### src/rtl/nv_nvdla_cdma_img_rsp_unpack.sv
// CDMA image read-response unpacker: splits 514-bit DMA responses into 256-bit atoms.
// Optional perf counter built when NVDLA_CDMA_IMG_UNPACK_PERF_EN is defined.
module nv_nvdla_cdma_img_rsp_unpack #(
  parameter int DATA_W = 512,
  parameter int ATOM_W = 256,
  parameter int MASK_W = 2
) (
  input  logic                       nvdla_core_clk,
  input  logic                       nvdla_core_rstn,
  input  logic [DATA_W+MASK_W-1:0]   rsp_pd,
  input  logic                       rsp_vld,
  output logic                       rsp_rdy,
  output logic [ATOM_W-1:0]          atom_pd,
  output logic                       atom_vld,
  input  logic                       atom_rdy,
  output logic                       atom_half,
  output logic                       atom_last,
`ifdef NVDLA_CDMA_IMG_UNPACK_PERF_EN
  input  logic                       perf_cnt_clr,
  output logic [31:0]                perf_atom_cnt,
`endif
  output logic                       mask_err
);

  // Handshake: a transfer happens on a cycle where valid and ready are both high at
  // the rising clock edge; valid never depends on ready, ready may depend on valid.

  typedef enum logic {EMPTY = 1'b0, HOLD = 1'b1} state_t;

  state_t              state;
  logic [DATA_W-1:0]   data_q;
  logic [MASK_W-1:0]   rem_q;
  logic [MASK_W-1:0]   rem_nxt;
  logic [MASK_W-1:0]   rsp_mask;
  logic                cur_half;
  logic                accept;
  logic                emit;
  logic                mask_err_q;

  assign rsp_mask = rsp_pd[DATA_W +: MASK_W];
  assign mask_err = mask_err_q;

  always_comb begin
    state     = (rem_q == '0) ? EMPTY : HOLD;
    // Lowest pending half: high only when the low half is already gone.
    cur_half  = rem_q[1] & ~rem_q[0];
    atom_vld  = (state == HOLD);
    atom_half = cur_half;
    atom_last = rem_q[0] ^ rem_q[1];
    atom_pd   = cur_half ? data_q[ATOM_W +: ATOM_W] : data_q[0 +: ATOM_W];
    emit      = atom_vld & atom_rdy;
    rsp_rdy   = (state == EMPTY) | (emit & atom_last);
    accept    = rsp_vld & rsp_rdy;
    rem_nxt   = rem_q;
    if (accept) begin
      rem_nxt = rsp_mask;
    end else if (emit) begin
      rem_nxt = cur_half ? (rem_q & 2'b01) : (rem_q & 2'b10);
    end
  end

  always_ff @(posedge nvdla_core_clk or negedge nvdla_core_rstn) begin
    if (!nvdla_core_rstn) begin
      data_q     <= '0;
      rem_q      <= '0;
      mask_err_q <= 1'b0;
    end else begin
      rem_q      <= rem_nxt;
      mask_err_q <= accept & (rsp_mask == '0);
      if (accept) begin
        data_q <= rsp_pd[DATA_W-1:0];
      end
    end
  end

`ifdef NVDLA_CDMA_IMG_UNPACK_PERF_EN
  logic [31:0] perf_cnt_q;
  assign perf_atom_cnt = perf_cnt_q;

  // Clear takes priority; the count saturates instead of wrapping.
  always_ff @(posedge nvdla_core_clk or negedge nvdla_core_rstn) begin
    if (!nvdla_core_rstn) begin
      perf_cnt_q <= '0;
    end else if (perf_cnt_clr) begin
      perf_cnt_q <= '0;
    end else if (emit && (perf_cnt_q != 32'hFFFF_FFFF)) begin
      perf_cnt_q <= perf_cnt_q + 32'd1;
    end
  end
`endif

endmodule

### config.mk
export PLATFORM = sky130hd
export DESIGN_NAME = nv_nvdla_cdma_img_rsp_unpack
export DESIGN_NICKNAME = d
export VERILOG_FILES = /design/src/rtl/nv_nvdla_cdma_img_rsp_unpack.sv
export SDC_FILE = /design/constraint.sdc
export NUM_CORES = 1
export LEC_CHECK = 0
export ABC_AREA = 1
export CORE_AREA = 3 3 305 307
export CTS_CLUSTER_SIZE = 12
export DETAILED_ROUTE_END_ITERATION = 10
export DIE_AREA = 0 0 308 310
export HOLD_SLACK_MARGIN = 0.06
export PLACE_DENSITY = 0.57
export SLEW_MARGIN = 20
export SYNTH_ARGS = -nofsm -noshare
export SYNTH_HDL_FRONTEND = slang
export SYNTH_SLANG_ARGS = --single-unit
### constraint.sdc
create_clock -name nvdla_core_clk -period 1.9 [get_ports nvdla_core_clk]
set_input_delay 0.38 -clock nvdla_core_clk [delete_from_list [all_inputs] [get_ports nvdla_core_clk]]
set_output_delay 0.38 -clock nvdla_core_clk [all_outputs]
set_load 0.03 [all_outputs]
==> reports/qor.yml <==
run_status:
  outcome: "complete, but fails checks"
  violations: "negative setup slack"
detailed_routing:
  drc_errors: 0
  drt-wirelength-per-cell_um: 19.3
  drtIter0Drc: 1488
  vias_per_cell: 4.31
  finalWirelength_um: 100000
  ant_nets: 0
  firstDrtPassIters: 5
  vias: 22300
cells_and_area:
  postLayoutCoreUtil: 0.441
  ff_latch_area_um2: 12900
  n_fill_cell: 8807
  multiInputGateArea_um2: 10500
  fin_area_um2: 39800
  nets: 4458
  syn2layout_area_growth_pct: 72.6
  drive_above_1_share: 0.265
timing:
  tightest_slew_ns: 0.508
  fin_crit_ns: 2.51
  slew_viol_final: 0
  clock.fmax_mhz: 398
  skew_ns: 0.0233
  timing.final.hold_violations: 0
  max_slew_margin: 0.661
  period_share: 1.32
  setup_slack_ns: -0.612
  setup_viol: 725
  rsz0062_at_grt: "yes"
global_routing:
  grt_overflow: 0
  antenna_found_initial: 15
  grt_use_total: 0.180
  grt_pass1_vias: 21800
  grt_max_degree: 54
  grt_pass1_wl_um: 132000
synthesis:
  synth_flop_cell: "dfrtp_1"
  ys_seq_area_frac: 0.559
  synth-warning-count: 0
  synth.top_cells.by_area: "dfrtp_1, nand2_1, buf_6, buf_2, clkbuf_1"
  synth_nets: 3532
  synth_top_area_share: 0.559
  synthTopCellsByCount: "nand2_1, dfrtp_1, buf_6"
  syn_area_um2: 23000
  ys_ff_latch: 515
  postSynth.asyncResetShare: 1.00
  synth_edf_count: 0
  synth_most_common_cell: "nand2_1"
  avgSynthCellArea_um2: 7.65
  synth_cells: 3012
  yosysTopAreaCell: "dfrtp_1"
  synth_cell_types: 15
clock_network:
  cts_max_path_buffers: 3
  cts_sinks: 515
  clock_latency_ns: 0.63
  cts-root-buf: "clkbuf_16"
  cts_tree: "yes"
  clkTransAtPathRegs_ns: 0.06
  htreeDepth: 2
  numCtsBuffers: 60
critical_path:
  cp_max_fo: 10
  cpPeakStageDelay_ns: 0.38
  crit_top_cell: "buf_12"
  crit_path_start_kind: "flop"
  r2r_cells: 12
  crit_slowest_cell: "dfrtp_1"
  cp.required_ns: 1.52
  path_class: "reg -> out"
  crit_chain: "inv_2 -> ha_4 -> clkinv_8 -> buf_16 -> buf_12 -> nand2_1 -> nand2_2 -> buf_12"
  cp.arrival_ns: 2.13
  critPathCaptureType: "output port"
place:
  portBuffers: 778
  placed_cell_area_um2: 33900
  place_congestion: 0.857
  dp_hpwl_um: 65900
die:
  io_pins: 779
  dieHeight_um: 310
  dieArea_um2: 95500
  fp-row-count: 110
  start_util: 0.255
  fp.dieW_um: 308
  core_um2: 90300
hold_path:
  hold_depth: 3
  min_path_type: "in -> reg"
power_and_ir_drop:
  p_per_area_nw_per_um2: 2080
  vdd_drop_max_mv: 1.19
  leakage_nw: 20.4
flow_run:
  maxCapViolations: 0
final cells by class:
| cell class | instances | area share |
|---|---|---|
| Multi-Input combinational cell | 2323 | 0.264 |
| Clock inverter | 20 | 0.00535 |
| Sequential cell | 515 | 0.324 |
| Tap cell | 1176 | 0.0370 |
| Timing Repair Buffer | 1030 | 0.322 |
| Inverter | 5 | 0.00151 |
| Timing Repair inverter | 3 | 0.00110 |
| Clock buffer | 88 | 0.0442 |
| Antenna cell | 18 | 0.00113 |
worst paths after layout:
check | start | endpoint | slack [ns]
hold / removal | rsp_pd[325] | data_q[325] | 0.27
max in group asynchronous | nvdla_core_rstn | data_q[93] | 0.76
min in group asynchronous | nvdla_core_rstn | data_q[45] | 0.35
setup / recovery | rem_q[0] | atom_pd[56] | -0.61
hold reg to reg | data_q[25] | data_q[25] | 0.48
setup reg to reg | rem_q[1] | data_q[259] | -0.11
metrics by stage:
stage	cells	worst slack, ns	setup TNS [ns]	power, mW	hold slack, ns
after floorplan	3012	-0.0167	-0.0167	42.0	0.0844
after global placement	4957	-0.0718	-0.830	60.8	0.377
after detailed placement	4957	-0.0882	-1.47	61.1	0.376
after CTS	5077	-0.711	-170.13	74.9	0.216
after global routing	5171	-0.727	-241.85	87.6	0.225
final	5178	-0.612	-169.16	82.7	0.266
placed cells by master (no fill, tap or decap):
cell	netlist	layout
nand2_1	2316	1878
clkdlybuf4s50_1	0	516
dfrtp_1	515	515
nand2_2	2	315
buf_6	90	162
buf_12	0	139
buf_4	6	126
nand2_4	0	124
clkbuf_16	0	105
buf_16	0	27
diode_2	0	18
clkbuf_1	22	14
buf_8	0	14
clkbuf_8	0	13
clkinv_2	0	13
clkinv_8	0	3
bufinv_16	0	3
inv_2	1	2
nand2_8	0	2
ha_4	0	2
inv_16	0	2
inv_6	0	2
nand3_1	1	1
inv_4	1	1
nor3_1	1	1
clkinv_16	0	1
inv_8	0	1
dlygate4sd3_1	0	1
dlymetal6s2s_1	0	1
power breakdown:
group	internal (mW)	total, mW	leakage [nW]	switching [mW]
logic	23.2	51.2	13.1	28.0
registers	16.3	19.9	6.36	3.60
clock network	6.80	11.6	0.984	4.83
total	46.3	82.7	20.4	36.4
cells by family (layout without fill, tap and decap cells):
kind of cell	count (synthesis)	in the layout	share of synthesized area
buffers and inverters	175	1146	0.0616
other	0	18	0
adders and majority gates	2	2	0.00109
and+or+nand+nor	2320	2321	0.378
DFF	515	515	0.559
sequential cells by signal, indices dropped and copies added (netlist names):
signal and count:
data_q 512, rem_q 2, mask_err 1
layer usage:
layer  part of all wire  global-route usage
met1               0.40               0.220
met2               0.51               0.314
met3              0.057              0.0393
met4              0.031              0.0643
met5            0.00011                   0
worst max-delay path: cells and delay by family (launching register included):
family,cells,cell delay (ns)
flip-flops,1,0.38
buffers and inverters,5,0.73
AND/OR/NAND/NOR,2,0.16
adder cells (fa/ha/maj),1,0.20
what timing repair did:
action                                  CTS  global route
buffers inserted                          6            26
gates cloned                              5            60
pin swaps                                 3            82
hold endpoints to repair                 75             0
endpoints found under the setup margin  355           743
resized for setup                        93           488
hold buffers                              1             0
Power figures use the tool's default switching activity.
